File: config.mk
export PLATFORM = sky130hd
export DESIGN_NAME = warp_xwb_arbiter
export DESIGN_NICKNAME = d
export VERILOG_FILES = /design/src/rtl/warp_xwb_arbiter.sv
export SDC_FILE = /design/constraint.sdc
export NUM_CORES = 1
export LEC_CHECK = 0
export CAP_MARGIN = 10
export CORE_MARGIN = 8
export CORE_UTILIZATION = 50
export DETAILED_ROUTE_END_ITERATION = 8
export PLACE_DENSITY = 0.77
export SLEW_MARGIN = 30
export SYNTH_ARGS = -nofsm -noshare
export SYNTH_HDL_FRONTEND = slang
export SYNTH_SLANG_ARGS = --single-unit
File: constraint.sdc
create_clock -name i_clk -period 11 [get_ports i_clk]
set_clock_uncertainty 0.1 [all_clocks]
set_input_delay 3.3 -clock i_clk [delete_from_list [all_inputs] [get_ports i_clk]]
set_output_delay 3.3 -clock i_clk [all_outputs]
set_load 0.05 [all_outputs]
File: src/rtl/warp_xwb_arbiter.sv
// warp_xwb_arbiter
// ----------------
// Writeback arbiter for the scalar integer pipeline. Each execution unit
// (source) owns a small in-order FIFO of {rd, data} results. Every cycle
// the two integer register-file write ports each receive at most one
// buffered result. Sources are scanned round-robin, starting at a rotating
// pointer.
//
// Ports
//   i_clk         clock
//   i_rst         synchronous, active-high reset
//   i_src_valid   [NUM_SRC]     source s presents a result this cycle
//   i_src_rd      [5*NUM_SRC]   destination register, source s at [5s+4:5s]
//   i_src_data    [64*NUM_SRC]  result data, source s at [64s+63:64s]
//   o_src_ready   [NUM_SRC]     FIFO s has a free entry
//   o_rd1_*/o_rd2_*             registered register-file write ports
//   o_overflow                  sticky: a push was dropped on a full FIFO
//   o_busy                      a FIFO holds data or a write enable is high
//
// Handshake: a result from source s is accepted on a rising edge where
// i_src_valid[s] and o_src_ready[s] are both high. o_src_ready[s] depends
// only on the registered occupancy, so a pop in the same cycle never
// raises it. If valid is high while ready is low, the result is dropped
// and o_overflow is set. Issue logic must not let that happen.

module warp_xwb_arbiter #(
  parameter int NUM_SRC = 4,
  parameter int DEPTH   = 2
) (
  input  logic                  i_clk,
  input  logic                  i_rst,
  input  logic [NUM_SRC-1:0]    i_src_valid,
  input  logic [5*NUM_SRC-1:0]  i_src_rd,
  input  logic [64*NUM_SRC-1:0] i_src_data,
  output logic [NUM_SRC-1:0]    o_src_ready,
  output logic                  o_rd1_wen,
  output logic [4:0]            o_rd1_addr,
  output logic [63:0]           o_rd1_wdata,
  output logic                  o_rd2_wen,
  output logic [4:0]            o_rd2_addr,
  output logic [63:0]           o_rd2_wdata,
  output logic                  o_overflow,
  output logic                  o_busy
);

  localparam int PW = $clog2(DEPTH);
  localparam int CW = $clog2(DEPTH + 1);
  localparam int SW = $clog2(NUM_SRC);
  localparam int EW = 69;  // {rd[4:0], data[63:0]}

  // Per-source FIFO storage and bookkeeping
  logic [EW-1:0] mem     [NUM_SRC][DEPTH];
  logic [PW-1:0] wr_ptr  [NUM_SRC];
  logic [PW-1:0] rd_ptr  [NUM_SRC];
  logic [CW-1:0] count   [NUM_SRC];
  logic [4:0]    head_rd   [NUM_SRC];
  logic [63:0]   head_data [NUM_SRC];

  logic [NUM_SRC-1:0] ready_int;
  logic [NUM_SRC-1:0] non_empty;
  logic [NUM_SRC-1:0] push;
  logic [NUM_SRC-1:0] pop;

  // Round-robin arbitration state and results
  logic [SW-1:0] arb_ptr;
  logic [SW-1:0] arb_ptr_nxt;
  logic          g1_vld, g2_vld;
  logic [SW-1:0] g1_idx, g2_idx;
  logic [4:0]    g1_rd, g2_rd;
  logic [63:0]   g1_data, g2_data;
  int            scan;
  int            last;

  always_comb begin
    for (int s = 0; s < NUM_SRC; s++) begin
      head_rd[s]   = mem[s][rd_ptr[s]][68:64];
      head_data[s] = mem[s][rd_ptr[s]][63:0];
      non_empty[s] = (count[s] != '0);
      ready_int[s] = (count[s] < CW'(DEPTH));
      push[s]      = i_src_valid[s] & ready_int[s];
    end
  end

  // Ready is forced low while reset is asserted. Pushes in the reset
  // cycle are ignored by the sequential logic anyway.
  assign o_src_ready = i_rst ? '0 : ready_int;
  assign o_busy      = (|non_empty) | o_rd1_wen | o_rd2_wen;

  // Scan sources starting at arb_ptr. The first non-empty source gets
  // port 1. The next non-empty source gets port 2, unless its head would
  // write the same non-zero register as port 1. A skipped source stays
  // queued and is reconsidered in the next cycle.
  always_comb begin
    g1_vld  = 1'b0;
    g2_vld  = 1'b0;
    g1_idx  = '0;
    g2_idx  = '0;
    g1_rd   = '0;
    g2_rd   = '0;
    g1_data = '0;
    g2_data = '0;
    scan    = 0;
    last    = 0;
    for (int k = 0; k < NUM_SRC; k++) begin
      scan = int'(arb_ptr) + k;
      if (scan >= NUM_SRC) scan = scan - NUM_SRC;
      if (non_empty[scan]) begin
        if (!g1_vld) begin
          g1_vld  = 1'b1;
          g1_idx  = SW'(scan);
          g1_rd   = head_rd[scan];
          g1_data = head_data[scan];
        end else if (!g2_vld &&
                     !((head_rd[scan] != 5'd0) && (head_rd[scan] == g1_rd))) begin
          g2_vld  = 1'b1;
          g2_idx  = SW'(scan);
          g2_rd   = head_rd[scan];
          g2_data = head_data[scan];
        end
      end
    end

    pop = '0;
    if (g1_vld) pop[g1_idx] = 1'b1;
    if (g2_vld) pop[g2_idx] = 1'b1;

    // The pointer moves past the last granted source. It holds when idle.
    arb_ptr_nxt = arb_ptr;
    if (g1_vld) begin
      last = g2_vld ? int'(g2_idx) : int'(g1_idx);
      arb_ptr_nxt = (last + 1 == NUM_SRC) ? '0 : SW'(last + 1);
    end
  end

  // FIFO storage has no reset. Only entries covered by count are ever read.
  always_ff @(posedge i_clk) begin
    for (int s = 0; s < NUM_SRC; s++) begin
      if (!i_rst && push[s]) begin
        mem[s][wr_ptr[s]] <= {i_src_rd[5*s +: 5], i_src_data[64*s +: 64]};
      end
    end
  end

  always_ff @(posedge i_clk) begin
    if (i_rst) begin
      for (int s = 0; s < NUM_SRC; s++) begin
        wr_ptr[s] <= '0;
        rd_ptr[s] <= '0;
        count[s]  <= '0;
      end
      arb_ptr     <= '0;
      o_rd1_wen   <= 1'b0;
      o_rd1_addr  <= '0;
      o_rd1_wdata <= '0;
      o_rd2_wen   <= 1'b0;
      o_rd2_addr  <= '0;
      o_rd2_wdata <= '0;
      o_overflow  <= 1'b0;
    end else begin
      for (int s = 0; s < NUM_SRC; s++) begin
        if (push[s]) wr_ptr[s] <= wr_ptr[s] + PW'(1);
        if (pop[s])  rd_ptr[s] <= rd_ptr[s] + PW'(1);
        // A simultaneous push and pop leaves the count unchanged.
        case ({push[s], pop[s]})
          2'b10:   count[s] <= count[s] + CW'(1);
          2'b01:   count[s] <= count[s] - CW'(1);
          default: count[s] <= count[s];
        endcase
      end
      arb_ptr <= arb_ptr_nxt;

      // A granted head with rd = 0 is popped and discarded. Its enable
      // stays low.
      o_rd1_wen   <= g1_vld && (g1_rd != 5'd0);
      o_rd1_addr  <= g1_vld ? g1_rd : 5'd0;
      o_rd1_wdata <= g1_vld ? g1_data : 64'd0;
      o_rd2_wen   <= g2_vld && (g2_rd != 5'd0);
      o_rd2_addr  <= g2_vld ? g2_rd : 5'd0;
      o_rd2_wdata <= g2_vld ? g2_data : 64'd0;

      if (|(i_src_valid & ~ready_int)) o_overflow <= 1'b1;
    end
  end

endmodule
==> results of run 1 <==
==> final timing paths <==
path,endpoint,slack [ns]
hold reg to reg,o_overflow$_SDFFE_PP0P_,0.43
setup / recovery,o_src_ready[2],2.63
hold / removal,o_overflow$_SDFFE_PP0P_,0.43
setup reg to reg,count[1][1]$_SDFFCE_PN0P_,4.77
==> layout make-up <==
cell class | count | area, um2 | area share
Antenna cell | 20 | 50.0 | 0.00120
Clock buffer | 94 | 2070 | 0.0497
Clock inverter | 48 | 435 | 0.0104
Inverter | 20 | 88.8 | 0.00213
Multi-Input combinational cell | 2228 | 13300 | 0.319
Sequential cell | 711 | 19900 | 0.478
Tap cell | 882 | 1100 | 0.0265
Timing Repair Buffer | 478 | 4720 | 0.113
==> per-stage QoR <==
stage / instance area, um2 / setup WS [ns]
after global placement: 39100 / 2.64
after CTS: 41600 / 2.63
after floorplan: 34200 / 1.34
after detailed placement: 39100 / 2.63
final: 41700 / 2.63
after global routing: 41700 / 2.58
==> power breakdown <==
| group | internal [mW] | leakage (nW) | switching, mW |
|---|---|---|---|
| Sequential | 3.34 | 6.39 | 0.209 |
| Combinational | 2.61 | 6.80 | 5.19 |
| Clock | 1.51 | 1.23 | 1.07 |
| Total | 7.46 | 14.4 | 6.47 |
==> logic make-up (layout without fill, tap and decap cells) <==
kind of cell               after synthesis  in the layout  synth area share
AOI/OAI and AO/OA                      967            967             0.170
and+or+nand+nor                        966            966             0.122
DFF                                    711            711             0.582
buffers and inverters                  284            640            0.0328
muxes                                  264            264            0.0843
xor gates and xnor gates                20             20           0.00512
adders and majority gates               11             11           0.00402
other                                    0             20                 0
==> sequential cells by signal, summed over array words and instances, names as in the netlist, 2 cells and up <==
| signal | count |
|---|---|
| o_rd2_addr | 5 |
| mem | 552 |
| count | 8 |
| wr_ptr | 4 |
| o_rd1_addr | 5 |
| o_rd1_wdata | 64 |
| rd_ptr | 4 |
| o_rd2_wdata | 64 |
| arb_ptr | 2 |
==> worst max-delay path: stages <==
cell and delay [ns]:
sky130_fd_sc_hd__clkdlybuf4s50_1 0.45, sky130_fd_sc_hd__buf_4 0.40, sky130_fd_sc_hd__nor2_1 0.08, sky130_fd_sc_hd__clkdlybuf4s50_1 0.72
==> layer usage <==
layer | part of all wire | wire (um) | global-route usage
met1 | 0.38 | 42000 | 0.350
met3 | 0.11 | 12300 | 0.0664
met5 | 0.00060 | 67 | 0
met2 | 0.47 | 52000 | 0.444
met4 | 0.044 | 4850 | 0.140
==> Yosys cell counts (65+ instances only) <==
| master | n | area, um2 |
|---|---|---|
| sky130_fd_sc_hd__a21oi_1 | 284 | 1420 |
| sky130_fd_sc_hd__a22oi_1 | 76 | 571 |
| sky130_fd_sc_hd__mux2i_1 | 159 | 1590 |
| sky130_fd_sc_hd__clkbuf_1 | 193 | 724 |
| sky130_fd_sc_hd__nand2_1 | 281 | 1050 |
| sky130_fd_sc_hd__nor3_1 | 76 | 380 |
| sky130_fd_sc_hd__nor2_1 | 443 | 1660 |
| sky130_fd_sc_hd__edfxtp_1 | 568 | 17100 |
| sky130_fd_sc_hd__o21ai_0 | 292 | 1460 |
| sky130_fd_sc_hd__o22ai_1 | 138 | 863 |
| sky130_fd_sc_hd__mux2_2 | 95 | 1070 |
| sky130_fd_sc_hd__o221ai_1 | 65 | 569 |
| sky130_fd_sc_hd__dfxtp_1 | 143 | 2860 |
==> reports/summary.json, run 1 <==
{
  "syn-mean-instance-area_um2": 10.6,
  "detail_route.drc_violations": 0,
  "setup.worst_path.start": "i_rst",
  "clk_pin_slew_ns": 0.06,
  "synth_sequential_area_ratio": 0.582,
  "cp.required_ns": 7.60,
  "reg2reg_from": "arb_ptr[1]$_SDFFE_PP0N_",
  "placementRows": 96,
  "pin_slew_with_the_least_headroom_to_its_limit_ns": 1.06,
  "maxClockFrequency_ghz": 0.119,
  "worstPathMaxFanout": 45,
  "insertion_delay_to_the_later_sink_of_the_worst_skew_pair_ns": 0.62,
  "antenna_found_initial": 24,
  "design.portCount": 428,
  "number_of_non_filler_instances_in_the_completed_layout": 4481,
  "ctsLongestPathBuffers": 3,
  "final_hold_viol_count": 0,
  "start_util": 0.502,
  "worst_setup_path_start_kind": "input pin",
  "wl_um": 111000,
  "post_cts_hold_buffer_count": 0,
  "max_cap_viol_count": 0,
  "via_count_of_the_first_global_routing_pass": 26900,
  "cts-root-buf": "sky130_fd_sc_hd__clkbuf_16",
  "cts_setup_buffers": 0,
  "cts_tree": "built",
  "timing.hold.worst.start": "o_overflow$_SDFFE_PP0P_",
  "final.hold.worst_slack_ns": 0.426,
  "synth.cell_area_um2": 34200,
  "p_per_area_nw_per_um2": 334,
  "ffs_latches_synth": 711,
  "worstHoldPathType": "reg -> reg",
  "post-layout-total-power_mw": 13.9,
  "max_slew_margin": 0.291,
  "final.fill_count": 5443,
  "hold_path_depth": 2,
  "cp-end-kind": "output pin",
  "most_frequent_standard_cell_in_the_layout_excluding_fill_and_tap_cells": "sky130_fd_sc_hd__edfxtp_1",
  "worstPathArrival_ns": 4.97,
  "synth_cell_type_count": 75,
  "dpl.cell_count": 4317,
  "overflow": 0,
  "wl_per_cell_um": 24.8,
  "flow.area_growth_from_synthesis_pct": 21.8,
  "vias": 28000,
  "layout_worst_path_cycle_share": 0.761,
  "synth_ff_type": "sky130_fd_sc_hd__edfxtp_1",
  "setup-tns-final_ns": 0,
  "synth-edff-count": 568,
  "setup_violations": 0,
  "netlist_instances": 3223,
  "die-height_um": 278,
  "power.static_leakage_nw": 14.4,
  "drt-initial-drc-count": 3483,
  "ir_worst_vdd_mv": 0.312,
  "core_box_area_um2": 68200,
  "ctsHtreeMaxLevel": 3,
  "run_status": "finished clean",
  "drtAntennaViolNets": 0,
  "globalplace.congestion": 0.899,
  "cts.sinks": 711,
  "final-max-slew-violation-count": 0,
  "placement.io_buffers": 427,
  "drt-pass1-iter-count": 7,
  "dpl.hpwl_um": 68800,
  "grt_start_max_net_pins": 117,
  "yosys_synthesis_warning_count": 0,
  "grt_pass1_wl_um": 165000,
  "cts_resized": 0,
  "num-nets-final": 3808,
  "design.die.area_um2": 77100,
  "timing.final.crit_period_ns": 8.37,
  "critical_path_class": "in -> out",
  "synth-async-reset-ratio": 0,
  "worst_r2r_path_depth": 17,
  "die_width_um": 278,
  "drive_gt1_frac": 0.0858,
  "finish.utilization": 0.611,
  "numCtsBuffers": 76,
  "syn_nets": 3516,
  "globalRouteTotalUtil": 0.277,
  "post_drt_via_cell_ratio": 6.24,
  "rsz0062_at_grt": "no",
  "top_library_cells_by_usage_in_the_layout_fill_and_taps_aside": "sky130_fd_sc_hd__edfxtp_1 (568), sky130_fd_sc_hd__nor2_1 (442), sky130_fd_sc_hd__clkdlybuf4s50_1 (427), sky130_fd_sc_hd__o21ai_0 (292), sky130_fd_sc_hd__a21oi_1 (284)"
}
Note: power is estimated with default switching activity, not from simulation.
==> run 2: changes to the inputs <==
--- a/config.mk
+++ b/config.mk
@@ -9,7 +9,7 @@
 export CORE_MARGIN = 8
 export CORE_UTILIZATION = 50
 export DETAILED_ROUTE_END_ITERATION = 8
-export PLACE_DENSITY = 0.77
+export PLACE_DENSITY = 0.8
 export SLEW_MARGIN = 30
 export SYNTH_ARGS = -nofsm -noshare
 export SYNTH_HDL_FRONTEND = slang
==> constraint.sdc (replaced) <==
create_clock -name i_clk -period 7 [get_ports i_clk]
set_clock_uncertainty 0.1 [all_clocks]
set_input_delay 2.1 -clock i_clk [delete_from_list [all_inputs] [get_ports i_clk]]
set_output_delay 2.1 -clock i_clk [all_outputs]
set_load 0.05 [all_outputs]
==> reports/summary.json, run 2 (synthesis gave the netlist of run 1 again) <==
{
  "run_status": "finished clean",
  "placementRows": 96,
  "cp.required_ns": 7.26,
  "finish.utilization": 0.613,
  "dpl.hpwl_um": 70400,
  "post_cts_hold_buffer_count": 0,
  "worstPathArrival_ns": 5.86,
  "placement.io_buffers": 427,
  "cts-root-buf": "sky130_fd_sc_hd__clkbuf_16",
  "layout.area.seq_um2": 19900,
  "insertion_delay_to_the_later_sink_of_the_worst_skew_pair_ns": 0.62,
  "most_frequent_standard_cell_in_the_layout_excluding_fill_and_tap_cells": "sky130_fd_sc_hd__edfxtp_1",
  "max_cap_viol_count": 0,
  "critical_path.reg2reg.endpoint": "count[1][1]$_SDFFCE_PN0P_",
  "flow.area_growth_from_synthesis_pct": 22.2,
  "numCtsBuffers": 76,
  "final_hold_viol_count": 0,
  "dpl.cell_count": 4315,
  "clk_pin_slew_ns": 0.07,
  "wl_um": 113000,
  "power.static_leakage_nw": 14.5,
  "num-nets-final": 3806,
  "setup_violations": 0,
  "p_per_area_nw_per_um2": 526,
  "worst_r2r_path_depth": 15,
  "wl_per_cell_um": 25.2,
  "die-height_um": 278,
  "post_drt_via_cell_ratio": 6.29,
  "drtAntennaViolNets": 0,
  "globalRouteTotalUtil": 0.279,
  "drive_gt1_frac": 0.0878,
  "cts.sinks": 711,
  "setup.worst_path.start": "arb_ptr[0]$_SDFFE_PP0N_",
  "via_count_of_the_first_global_routing_pass": 26900,
  "globalplace.congestion": 0.939,
  "drt-pass1-iter-count": 8,
  "design.die.area_um2": 77100,
  "cp-end-kind": "flop",
  "worst_setup_path_start_kind": "flop",
  "ir_worst_vdd_mv": 0.669,
  "ctsLongestPathBuffers": 3,
  "layout_worst_path_cycle_share": 0.800,
  "multi_input_comb_area_um2": 13300,
  "die_width_um": 278,
  "number_of_non_filler_instances_in_the_completed_layout": 4472,
  "rsz0062_at_grt": "no",
  "timing.final.crit_period_ns": 5.60,
  "critical_path_class": "reg -> reg",
  "setup-tns-final_ns": 0,
  "ctsHtreeMaxLevel": 3,
  "largest_register_ffs": 552,
  "design.portCount": 428,
  "max_slew_margin": 0.273,
  "ff2ff_setup_slack_ns": 1.40,
  "timing.critical_path.to": "count[1][1]$_SDFFCE_PN0P_",
  "top_library_cells_by_usage_in_the_layout_fill_and_taps_aside": "sky130_fd_sc_hd__edfxtp_1 (568), sky130_fd_sc_hd__nor2_1 (442), sky130_fd_sc_hd__clkdlybuf4s50_1 (423), sky130_fd_sc_hd__o21ai_0 (292), sky130_fd_sc_hd__a21oi_1 (284)",
  "detail_route.drc_violations": 0,
  "overflow": 0,
  "pin_slew_with_the_least_headroom_to_its_limit_ns": 1.09,
  "drt-initial-drc-count": 3487,
  "cts_setup_buffers": 0,
  "worstPathMaxFanout": 174,
  "cts_tree": "built",
  "final-max-slew-violation-count": 0,
  "antenna_found_initial": 16,
  "maxClockFrequency_ghz": 0.178,
  "post-layout-total-power_mw": 22.0,
  "grt_start_max_net_pins": 175,
  "final.fill_count": 5278,
  "final.hold.worst_slack_ns": 0.421,
  "vias": 28100,
  "grt_pass1_wl_um": 166000,
  "reg2reg_from": "arb_ptr[0]$_SDFFE_PP0N_",
  "cts_resized": 0,
  "start_util": 0.502,
  "core_box_area_um2": 68200,
  "worstHoldPathType": "reg -> reg"
}
[run 2: critical path, stage by stage, from the launching register on]
cell,delay (ns)
sky130_fd_sc_hd__dfxtp_4,0.94
sky130_fd_sc_hd__clkinv_8,0.79
sky130_fd_sc_hd__mux4_2,0.80
sky130_fd_sc_hd__xnor2_1,0.18
sky130_fd_sc_hd__a21oi_1,0.08
sky130_fd_sc_hd__a221oi_1,0.28
sky130_fd_sc_hd__o2111ai_1,0.19
sky130_fd_sc_hd__o21ai_1,0.30
sky130_fd_sc_hd__o21a_1,0.22
sky130_fd_sc_hd__o21ai_0,0.13
sky130_fd_sc_hd__a22oi_1,0.47
sky130_fd_sc_hd__ha_1,0.37
sky130_fd_sc_hd__nor2_1,0.14
sky130_fd_sc_hd__nor3_1,0.07
sky130_fd_sc_hd__a21oi_1,0.12
sky130_fd_sc_hd__nor2_1,0.06
[run 2: final cells by class]
class | instances | share of cell area
clock buffer | 100 | 0.0508
timing repair buffer | 476 | 0.114
inverter | 20 | 0.00224
multi-input combinational | 2228 | 0.319
clock inverter | 40 | 0.0105
tap | 882 | 0.0264
antenna | 15 | 0.000898
sequential | 711 | 0.476
[run 2: metrics by stage]
step / setup slack, ns / area (um2)
global placement: 1.89 / 39100
CTS: 1.80 / 41700
finish: 1.40 / 41800
detailed placement: 1.86 / 39200
global route: 1.02 / 41800
floorplan: -1.23 / 34200
[run 2: where the power goes]
group          leakage (nW)  internal, mW  switching [mW]
Clock                  1.25          2.39            1.73
Combinational          6.83          4.13            8.11
Sequential             6.39          5.24           0.403
[run 2: worst min-delay path by stage]
stage / startpoint / to / slack [ns] / depth (start not counted)
final: o_overflow$_SDFFE_PP0P_ / o_overflow$_SDFFE_PP0P_ / 0.42 / 2
after floorplan: count[3][0]$_DFFE_PP_ / count[3][0]$_DFFE_PP_ / 0.44 / 1
after global routing: o_overflow$_SDFFE_PP0P_ / o_overflow$_SDFFE_PP0P_ / 0.47 / 2
after CTS: o_overflow$_SDFFE_PP0P_ / o_overflow$_SDFFE_PP0P_ / 0.42 / 2
after detailed placement: o_overflow$_SDFFE_PP0P_ / o_overflow$_SDFFE_PP0P_ / 0.41 / 2
after global placement: o_overflow$_SDFFE_PP0P_ / o_overflow$_SDFFE_PP0P_ / 0.40 / 2
[run 2: routing by layer]
layer / up-vias / routed length [um] / global-route usage
met1: 13400 / 42500 / 0.349
met5: - / 22 / 0
met2: 1815 / 52700 / 0.450
met3: 370 / 12200 / 0.0655
li1: 12600 / - / -
met4: 4 / 5090 / 0.143
